`config.mk`:
```
export PLATFORM = sky130hd
export DESIGN_NAME = dac_spi_tx
export DESIGN_NICKNAME = d
export VERILOG_FILES = /design/src/rtl/dac_spi_tx.sv
export SDC_FILE = /design/constraint.sdc
export NUM_CORES = 1
export LEC_CHECK = 0
export ABC_AREA = 1
export CAP_MARGIN = 10
export CORE_AREA = 3 3 69 71
export CTS_CLUSTER_DIAMETER = 50
export DETAILED_ROUTE_END_ITERATION = 6
export DIE_AREA = 0 0 72 74
export PLACE_DENSITY = 0.86
export SETUP_SLACK_MARGIN = 0.4
export SYNTH_ARGS = -nofsm -noshare
export SYNTH_HDL_FRONTEND = slang
export SYNTH_SLANG_ARGS = --single-unit
```
`constraint.sdc`:
```
create_clock -name sysclk -period 2 [get_ports sysclk]
set_clock_uncertainty 0.05 [all_clocks]
set_input_delay 0.3 -clock sysclk [delete_from_list [all_inputs] [get_ports sysclk]]
set_output_delay 0.3 -clock sysclk [all_outputs]
set_load 0.005 [all_outputs]
```
`src/rtl/dac_spi_tx.sv`:
```
// SPI transmitter for a 10-bit DAC: builds a 16-bit control+data frame, shifts it out MSB first,
// then pulses the latch strobe. A one-deep pending buffer lets frames run back to back.
module dac_spi_tx #(
  parameter int unsigned CLK_DIV = 25,
  parameter logic        BUF     = 1'b0,
  parameter logic        GA_N    = 1'b1
) (
  input  logic       sysclk,
  input  logic       reset,
  input  logic [9:0] data_in,
  input  logic       load,
  output logic       dac_cs,
  output logic       dac_sck,
  output logic       dac_sdi,
  output logic       dac_ld,
  output logic       busy
);

  typedef enum logic [1:0] {IDLE, SHIFT, LATCH} state_e;

  localparam logic [7:0] DIV_LAST = 8'(CLK_DIV - 1);

  function automatic logic [15:0] make_frame(input logic [9:0] code);
    return {1'b0, BUF, GA_N, 1'b1, code, 2'b00};
  endfunction

  state_e      state_q, state_d;
  logic [7:0]  div_q, div_d;
  logic [4:0]  half_q, half_d;
  logic [15:0] shreg_q, shreg_d;
  logic        pend_q, pend_d;
  logic [9:0]  pend_data_q, pend_data_d;
  logic        cs_q, cs_d;
  logic        sck_q, sck_d;
  logic        sdi_q, sdi_d;
  logic        ld_q, ld_d;

  logic        div_end;
  logic        start;
  logic [9:0]  start_code;
  logic [15:0] start_frame;

  always_comb begin
    // NOTE: every signal gets its hold value first so no path leaves it unassigned (no latches).
    state_d     = state_q;
    div_d       = div_q;
    half_d      = half_q;
    shreg_d     = shreg_q;
    pend_d      = pend_q;
    pend_data_d = pend_data_q;
    cs_d        = cs_q;
    sck_d       = sck_q;
    sdi_d       = sdi_q;
    ld_d        = ld_q;
    start       = 1'b0;
    start_code  = data_in;
    div_end     = (div_q == DIV_LAST);

    case (state_q)
      IDLE: begin
        start = load;
      end
      SHIFT: begin
        if (load) begin
          pend_d      = 1'b1;
          pend_data_d = data_in;
        end
        div_d = div_q + 8'd1;
        if (div_end) begin
          div_d  = 8'd0;
          half_d = half_q + 5'd1;
          if (half_q == 5'd31) begin
            state_d = LATCH;
            half_d  = 5'd0;
            sck_d   = 1'b0;
            cs_d    = 1'b1;
            sdi_d   = 1'b0;
            ld_d    = 1'b0;
          end else begin
            sck_d = ~sck_q;
            // Data advances only on the falling SCK edge so the DAC samples a stable bit.
            if (sck_q) begin
              shreg_d = shreg_q << 1;
              sdi_d   = shreg_q[14];
            end
          end
        end
      end
      LATCH: begin
        div_d = div_q + 8'd1;
        if (div_end) begin
          div_d = 8'd0;
          ld_d  = 1'b1;
          if (load || pend_q) begin
            start      = 1'b1;
            start_code = load ? data_in : pend_data_q;
          end else begin
            state_d = IDLE;
          end
        end else if (load) begin
          pend_d      = 1'b1;
          pend_data_d = data_in;
        end
      end
      default: state_d = IDLE;
    endcase

    start_frame = make_frame(start_code);
    if (start) begin
      state_d = SHIFT;
      shreg_d = start_frame;
      sdi_d   = start_frame[15];
      cs_d    = 1'b0;
      sck_d   = 1'b0;
      div_d   = 8'd0;
      half_d  = 5'd0;
      pend_d  = 1'b0;
    end
  end

  // NOTE: sequential state uses non-blocking assignments so all registers update from pre-edge values.
  always_ff @(posedge sysclk or posedge reset) begin
    if (reset) begin
      state_q     <= IDLE;
      div_q       <= 8'd0;
      half_q      <= 5'd0;
      shreg_q     <= 16'd0;
      pend_q      <= 1'b0;
      pend_data_q <= 10'd0;
      cs_q        <= 1'b1;
      sck_q       <= 1'b0;
      sdi_q       <= 1'b0;
      ld_q        <= 1'b1;
    end else begin
      state_q     <= state_d;
      div_q       <= div_d;
      half_q      <= half_d;
      shreg_q     <= shreg_d;
      pend_q      <= pend_d;
      pend_data_q <= pend_data_d;
      cs_q        <= cs_d;
      sck_q       <= sck_d;
      sdi_q       <= sdi_d;
      ld_q        <= ld_d;
    end
  end

  assign dac_cs  = cs_q;
  assign dac_sck = sck_q;
  assign dac_sdi = sdi_q;
  assign dac_ld  = ld_q;
  assign busy    = (state_q != IDLE) || pend_q;

endmodule

```
=== After elaboration in Yosys (flattened, before gate mapping) ===
Index checks and enable logic that the tools add are counted.
W data, S select, Z words.

* $add $sub $neg: 2
* Eq/ne operators: 15
* Bitwise gates (word level): 1
* Mux-type cells: 48
* Reduce and logical (&&, ||, !) cells: 21

{| class="wikitable"
|+ Operators with widths
! cell !! count
|-
| $mux W15 || 5
|-
| $mux W10 || 5
|-
| $mux W8 || 3
|-
| $mux W1 || 21
|-
| $mux W5 || 4
|-
| $pmux W10 S2 || 1
|-
| $ne A3 B3 Y1 const B || 5
|-
| $reduce_bool A2 Y1 || 7
|-
| $ne A2 B2 Y1 const B || 6
|-
| $mux W2 || 5
|-
| $add A8 B1 Y8 const B || 1
|-
| $eq A8 B5 Y1 const B || 1
|-
| $reduce_and A4 Y1 || 2
|-
| $pmux W1 S2 || 3
|-
| $pmux W2 S3 || 1
|-
| $reduce_and A2 Y1 || 3
|-
| $reduce_and A3 Y1 || 2
|-
| $reduce_bool A3 Y1 || 2
|-
| $add A5 B1 Y5 const B || 1
|-
| $eq A5 B5 Y1 const B || 1
|-
| $reduce_and A5 Y1 || 1
|-
| $eq A2 B1 Y1 const B || 1
|-
| $eq A2 B2 Y1 const B || 1
|-
| $logic_not A2 Y1 || 1
|-
| 3 further kinds || 4
|}

* Logic and storage cells: 97
* Bits of input ports: 13
* Flip-flop bits (word level): 45

=== Longest topological paths before layout ===
Gate-level depths: netlist (run 1).

* Depth in word-level cells: 6
* Gate-level depth with buffers: 12
* Depth with buffers taken out: 11

=== Least setup slack after synthesis (run 1) ===
Ideal clock, no wire load.

* Path type: reg-to-reg
* From: register half_q[0]
* To: register shreg_q[13]
* Path slack: 352 ps
* Buffers on the path: 1
* Period minus slack after synthesis: 1648 ps
* Data arrival time: 1469 ps
* Cell stages (with the launch flop): 10
* Path through: dfrtp_1 -> ha_1 -> nand2_1 -> nor2_1 -> ha_1 -> inv_1 -> nand4_4 -> nand2_2 -> buf_6 -> o21ai_0

* Cells in the longest elaborated chain, start to end: 3

{| class="wikitable"
|+ Ends and longest elaborated chain
! item !! RTL line !! text
|-
| start: declaration || 29 || <nowiki>logic [4:0] half_q, half_d;</nowiki>
|-
| start signal: assignment || 137 || <nowiki>half_q <= half_d;</nowiki>
|-
| $eq A5 B5 Y1 || 72 || <nowiki>if (half_q == 5'd31) begin</nowiki>
|-
| $ne A2 B2 Y1 (no source line) || n/a ||
|-
| $reduce_and A4 Y1 (no source line) || n/a ||
|-
| end signal: assignment || 138 || <nowiki>shreg_q <= shreg_d;</nowiki>
|-
| end: declaration || 30 || <nowiki>logic [15:0] shreg_q, shreg_d;</nowiki>
|}

Every way passes these cells.
A chain may end at the register's enable or synchronous reset.

=== Worst setup path after layout (run 1) ===
* From: register div_q[3]
* To: register state_q[0]

* Cells in the longest elaborated chain, start to end: 5

{| class="wikitable"
|+ Ends and longest elaborated chain
! item !! RTL line !! text
|-
| start: declaration || 28 || <nowiki>logic [7:0] div_q, div_d;</nowiki>
|-
| start signal: assignment || 136 || <nowiki>div_q <= div_d;</nowiki>
|-
| $eq A8 B5 Y1 (*) || 57 || <nowiki>div_end = (div_q == DIV_LAST);</nowiki>
|-
| $mux W1 || 91 || <nowiki>if (div_end) begin</nowiki>
|-
| $pmux W1 S2 || 59 || <nowiki>case (state_q)</nowiki>
|-
| $ne A3 B3 Y1 (no source line) / $ne A2 B2 Y1 (equally long branches) || n/a ||
|-
| $reduce_and A5 Y1 (no source line) || n/a ||
|-
| end signal: assignment || 135 || <nowiki>state_q <= state_d;</nowiki>
|-
| end: declaration || 27 || <nowiki>state_e state_q, state_d;</nowiki>
|}

Every way passes the cells marked *; elsewhere a longest branch is shown, timed or not.

==> results of run 1 <==
flip-flops by register name, indices dropped and copies added (netlist names):
register and count:
dac_cs 1, dac_ld 1, dac_sck 1, dac_sdi 1, div_q 8, half_q 5
pend_data_q 10, pend_q 1, shreg_q 13, state_q 2
worst min path at each step:
stage                                 start                       to  slack (ns)  depth (start not counted)
floorplan           shreg_q[12]$_DFFE_PP0P_  shreg_q[12]$_DFFE_PP0P_        0.39                          2
global placement         dac_cs$_DFFE_PP1P_       dac_cs$_DFFE_PP1P_        0.40                          2
detailed placement       dac_cs$_DFFE_PP1P_       dac_cs$_DFFE_PP1P_        0.40                          2
CTS                                   reset     div_q[2]$_DFFE_PP0P_        0.40                          3
global route             dac_cs$_DFFE_PP1P_       dac_cs$_DFFE_PP1P_        0.44                          2
finish                                reset     div_q[2]$_DFFE_PP0P_        0.38                          3
repair_timing:
action / in CTS / in global routing
buffers inserted: 17 / 12
hold buffers: 0 / 0
resized for setup: 27 / 51
gates cloned: 1 / 2
endpoints found under the hold margin: 0 / 0
pin swaps: 4 / 11
setup endpoints to repair: 41 / 44
area by class of cell:
| cell class | instances | share of cell area, % |
|---|---|---|
| multi-input combinational | 206 | 37.98 |
| sequential | 43 | 33.44 |
| timing repair buffer | 56 | 17.42 |
| inverter | 51 | 6.517 |
| clock buffer | 7 | 2.366 |
| tap | 52 | 2.017 |
| clock inverter | 1 | 0.1552 |
| timing repair inverter | 1 | 0.1164 |
routing by layer:
layer,track usage (%),share of wire (%)
met1,28.93,39
met2,40.82,50
met3,6.081,5.9
met4,9.395,4.7
met5,0,0
stage by stage:
step / cell area [um^2] / util (%)
after floorplan: 2377 / -
after global placement: 2636 / 61.39
after detailed placement: 2636 / 61.39
after CTS: 2928 / 68.18
after global routing: 3226 / 75.12
final: 3226 / 75.12
critical path, delay by kind of cell, from the launching register on:
family                 cells  cell delay, ns
buffers and inverters      2            0.26
DFF                        1            0.40
and+or+nand+nor           10            1.01
synth_stat cells (all sizes together):
cell / n
clkinv: 2
a21oi: 12
inv: 49
o21a: 1
clkbuf: 3
dfrtp: 41
o21ai: 57
nand2: 88
nand3: 17
xor2: 1
nand4: 3
a211oi: 1
nor2: 15
o31ai: 1
buf: 4
dfstp: 2
ha: 7
o211ai: 1
nor3: 1
report_power, final:
group | switching, mW | total, mW | internal (mW)
logic | 1.27 | 2.28 | 1.01
clock network | 0.299 | 0.545 | 0.246
registers | 0.209 | 1.41 | 1.20
total | 1.78 | 4.24 | 2.46
logic make-up after synthesis:
| kind of cell | count (synthesis) | share of synthesized area (%) |
|---|---|---|
| AND/OR/NAND/NOR | 124 | 23.39 |
| AO/OA/AOI/OAI | 73 | 17.07 |
| buffers and inverters | 58 | 10.06 |
| flip-flops | 43 | 45.42 |
| adder cells (fa/ha/maj) | 7 | 3.688 |
| XOR/XNOR | 1 | 0.3689 |
==> results.py, run 1 <==
metrics = {
    "run_status": {
        "status": "finished, final reports clean",
    },
    "sta": {
        "max_freq_ghz": 0.5495,
        "fin_crit_sh_pct": 90.99,
        "period_needed_ns": 1.820,
        "rsz0062_at_grt": "true",
        "maxSlewHeadroom_pct": 63.90,
        "hold_viol_final": 0,
        "final-max-slew-violation-count": 0,
        "fin_setup_tns_ns": 0,
        "finalWorstSetupSlack_ns": 0.1802,
        "setup_viol": 0,
        "whs_ns": 0.3810,
        "worstMarginPinSlew_ns": 0.5416,
    },
    "synthesis": {
        "synth_area_um2": 2375,
        "ys_seq_elements": 43,
        "synth_top_area_share_pct": 43.20,
        "synth_area_per_cell_um2": 7.761,
        "synth_nets": 326,
        "seq_area_frac_synth_pct": 45.42,
        "yosysTopAreaCell": "dfrtp_1",
        "synthCells": 306,
        "ys_top_cells_by_area": "dfrtp_1, nand2_1, o21ai_0",
        "ys_warn_count": 0,
        "synth.distinct_cells": 31,
    },
    "cts": {
        "clk_latency_ns": 0.30,
        "clk_path_buf_depth": 2,
        "root_buffer": "clkbuf_8",
        "path_clk_slew_ns": 0.08,
        "cts_tree": "built",
        "cts.sinks": 43,
        "numCtsBuffers": 5,
        "cts_max_level": 2,
    },
    "setup_path": {
        "crit_path_max_incr_delay_ns": 0.40,
        "crit_path_end_kind": "register",
        "r2r-start": "div_q[3]$_DFFE_PP0P_",
        "crit_chain": "nand2_1 > inv_2 > nand2_2 > nor2_4 > nand3_4 > buf_4 > nand3_2 > nand2_2 > nand2_1 > nand3_1 > nand2_1 > nand2_1",
        "worst_path_max_delay_cell": "dfrtp_1",
        "required_ns": 2.14,
        "r2r_setup_slack_ns": 0.18,
        "cpMostUsedCell": "nand2_1",
        "endpoint": "state_q[0]$_DFFE_PP0P_",
        "r2r_end": "state_q[0]$_DFFE_PP0P_",
        "critPathMaxFanout": 4,
        "arrival_ns": 1.96,
        "reg2regPathDepth": 12,
        "worstSetupPathType": "register to register",
        "crit_start": "div_q[3]$_DFFE_PP0P_",
        "start_kind": "register",
    },
    "die": {
        "die_x_um": 72,
        "fp-row-count": 24,
        "num_io_pins": 18,
        "initial_core_util_pct": 55.30,
        "dieArea_um2": 5328,
        "core_um2": 4294,
        "die_h_um": 74,
    },
    "place": {
        "pre_cts_slack_ns": 0.01449,
        "dp.cells": 377,
        "hpwl_mm": 3.487,
        "gp_congestion": 0.8138,
        "port_buffers": 17,
    },
    "grt": {
        "grt_max_degree": 44,
        "grt_pass1_vias": 2256,
        "grt_overflow": 0,
        "antenna_found_initial": 0,
        "grt_pass1_wl_mm": 9.942,
        "grt_usage_pct": 23.80,
    },
    "detailed_routing": {
        "ant_nets": 0,
        "vias": 2388,
        "drt_wl_total_mm": 6.681,
        "first_pass_iters": 5,
        "drc_errors": 0,
        "wl_per_cell_um": 16.02,
        "drt-initial-drc-count": 193,
        "routed_via_density": 5.727,
    },
    "layout": {
        "fillers": 270,
        "layout.cells.non_filler": 417,
        "most-common-layout-cells": "nand2_1, dfrtp_1, inv_1",
        "seqCellArea_um2": 1079,
        "multiInputGateArea_um2": 1225,
        "drive_gt1_share_pct": 27.95,
        "syn_to_final_growth_pct": 35.83,
        "diodes": 0,
        "final_common_cell": "nand2_1",
        "nNetsFinal": 384,
    },
    "hold_path": {
        "hold_path.class": "input pin to asynchronous set/reset pin",
    },
    "power": {
        "vdd_ir_drop_max_uv": 747.3,
        "power_mw": 4.238,
        "p_leak_nw": 1.552,
        "p_per_area_nw_per_um2": 1314,
    },
    "flow_run": {
        "maxCapViolCount": 0,
    },
}
Power figures use the tool's default switching activity.
==> run 2: changes to the inputs <==
- CAP_MARGIN: 10 -> 20
- CORE_AREA: 3 3 69 71 -> 3 3 87 89
- DIE_AREA: 0 0 72 74 -> 0 0 90 92
- PLACE_DENSITY: 0.86 -> 0.61
==> run 2 against run 1 <==
Net effect:
- flip-flop and latch count unchanged
- non-clock buffer count decreased by 3
- highest routed layer unchanged
- sequential power about the same
- critical path type unchanged
- global-route usage decreased by 9.4 points
- die area increased by 55%
==> results.py, run 2 (synthesis results as in run 1) <==
metrics = {
    "run_status": {
        "status": "finished, final reports clean",
    },
    "layout": {
        "diodes": 0,
        "most-common-layout-cells": "nand2_1, dfrtp_1, inv_1",
        "final_cell_area_um2": 3291,
        "largest_reg_flops": 13,
        "postLayoutCoreUtil_pct": 48.17,
        "largest_register": "shreg_q",
        "nNetsFinal": 382,
        "top_regs": "shreg_q x13, pend_data_q x10, div_q x8",
        "drive_gt1_share_pct": 30.30,
        "layout.cells.non_filler": 459,
        "final_common_cell": "nand2_1",
        "syn_to_final_growth_pct": 38.57,
    },
    "cts": {
        "clk_latency_ns": 0.30,
        "numCtsBuffers": 5,
        "cts.sinks": 43,
        "cts_hold_buf": 0,
        "cts_max_level": 2,
        "path_clk_slew_ns": 0.09,
        "cts_tree": "built",
        "root_buffer": "clkbuf_8",
        "clk_path_buf_depth": 2,
    },
    "setup_path": {
        "worstSetupPathType": "register to register",
        "worst_path_max_delay_cell": "dfrtp_1",
        "cpMostUsedCell": "nor2_4",
        "start_kind": "register",
        "crit_path_end_kind": "register",
        "critPathMaxFanout": 4,
        "arrival_ns": 1.86,
        "crit_path_max_incr_delay_ns": 0.42,
        "crit_chain": "nor2_1 > nand2_2 > nor2_4 > buf_4 > inv_4 > nor2_4 > nor2_4 > buf_6 > a21oi_4 > o21ai_1",
        "required_ns": 2.14,
    },
    "place": {
        "port_buffers": 17,
        "place_area_um2": 2719,
        "hpwl_mm": 3.724,
        "gp_congestion": 0.7943,
        "dp.cells": 423,
    },
    "die": {
        "core_um2": 6832,
        "fp-row-count": 30,
        "die_x_um": 90,
        "initial_core_util_pct": 34.76,
        "dieArea_um2": 8280,
        "die_h_um": 92,
        "num_io_pins": 18,
    },
    "sta": {
        "final-max-slew-violation-count": 0,
        "maxSlewHeadroom_pct": 74.44,
        "worstMarginPinSlew_ns": 0.3805,
        "hold_viol_final": 0,
        "max_freq_ghz": 0.5818,
        "period_needed_ns": 1.719,
        "fin_setup_tns_ns": 0,
        "rsz0062_at_grt": "true",
        "fin_crit_sh_pct": 85.94,
        "setup_viol": 0,
    },
    "detailed_routing": {
        "drt-initial-drc-count": 107,
        "routed_via_density": 4.649,
        "drt_wl_total_mm": 5.797,
        "vias": 2134,
        "first_pass_iters": 4,
        "drc_errors": 0,
        "ant_nets": 0,
        "wl_per_cell_um": 12.63,
    },
    "flow_run": {
        "maxCapViolCount": 0,
    },
    "grt": {
        "grt_max_degree": 44,
        "grt_usage_pct": 14.37,
        "antenna_found_initial": 0,
        "grt_overflow": 0,
        "grt_pass1_vias": 2092,
        "grt_pass1_wl_mm": 9.591,
    },
    "power": {
        "p_leak_nw": 1.554,
        "vdd_ir_drop_max_uv": 492.4,
        "p_per_area_nw_per_um2": 1271,
    },
    "hold_path": {
        "hold_path.class": "input pin to asynchronous set/reset pin",
    },
}
-- run 2: cell count changes in the layout (fill, tap and decap cells not counted), sizes merged --
cell / change
clkbuf: -2
bufinv: +1
clkinvlp: +1
buf: -2
clkdlybuf4s50: -1
dlymetal6s2s: +1
nand4: +1
nand2: -1
-- run 2: final timing paths --
check | start | to | slack, ns | cells past startpoint
hold / removal | reset | div_q[2]$_DFFE_PP0P_ | 0.27 | 3
max in group asynchronous | reset | dac_ld$_DFFE_PP1P_ | 1.35 | 3
setup reg to reg | div_q[2]$_DFFE_PP0P_ | dac_sdi$_DFFE_PP0P_ | 0.28 | 10
min in group sysclk | load | pend_q$_DFFE_PP0P_ | 0.43 | 5
setup / recovery | div_q[2]$_DFFE_PP0P_ | dac_sdi$_DFFE_PP0P_ | 0.28 | 10
hold reg to reg | shreg_q[10]$_DFFE_PP0P_ | shreg_q[10]$_DFFE_PP0P_ | 0.43 | 2
-- run 2: repair_timing --
action,in CTS,in global routing
endpoints found under the hold margin,0,0
setup buffers,16,8
setup endpoints to repair,43,40
gates resized for setup,54,27
gates cloned,3,1
pin swaps,11,16
-- run 2: power breakdown --
group	internal [mW]	total [mW]	leakage [nW]	switching, mW
Clock	0.404	0.716	0.0612	0.312
Sequential	1.21	1.40	0.539	0.197
Combinational	0.879	2.07	0.954	1.19
-- run 2: metrics by stage --
| step | hold slack [ns] | setup WS (ns) | total power [mW] |
|---|---|---|---|
| global route | 0.3250 | 0.1568 | 4.520 |
| CTS | 0.2908 | 0.2685 | 3.987 |
| detailed placement | 0.4158 | 0.09029 | 2.871 |
| global placement | 0.4061 | 0.1372 | 2.823 |
| floorplan | 0.3867 | 0.3915 | 2.412 |
| finish | 0.2735 | 0.2812 | 4.184 |
-- run 2: worst max-delay path: cells and delay by family (launching register included) --
kind | cells | cell delay, ns
AND/OR/NAND/NOR | 5 | 0.61
buffers and inverters | 3 | 0.33
AO/OA/AOI/OAI | 2 | 0.19
flip-flops | 1 | 0.42
-- run 2: layout make-up --
| class | count | area [um^2] |
|---|---|---|
| Clock buffer | 6 | 82.58 |
| Tap cell | 96 | 120.1 |
| Timing Repair inverter | 2 | 11.26 |
| Multi-Input combinational cell | 206 | 1260 |
| Timing Repair Buffer | 53 | 489.2 |
| Sequential cell | 43 | 1080 |
| Fill cell | 670 | 3541 |
| Inverter | 51 | 212.7 |
| Clock inverter | 2 | 35.03 |
-- run 2: metal layers --
| layer | vias up | GRT usage, % | part of all wire [%] | wire, um |
|---|---|---|---|---|
| li1 | 1099 | - | - | - |
| met1 | 984 | 18.13 | 47 | 2706 |
| met2 | 36 | 25.02 | 48 | 2782 |
| met3 | 15 | 2.215 | 2.7 | 159 |
| met4 | 0 | 4.974 | 2.6 | 149 |
| met5 | - | 0 | 0 | 0 |
==> run 3: changes to the inputs <==
- CTS_CLUSTER_SIZE: unset -> 28
==> results of run 3 <==
The final DEF is identical to that of run 2; final timing and power are the same.
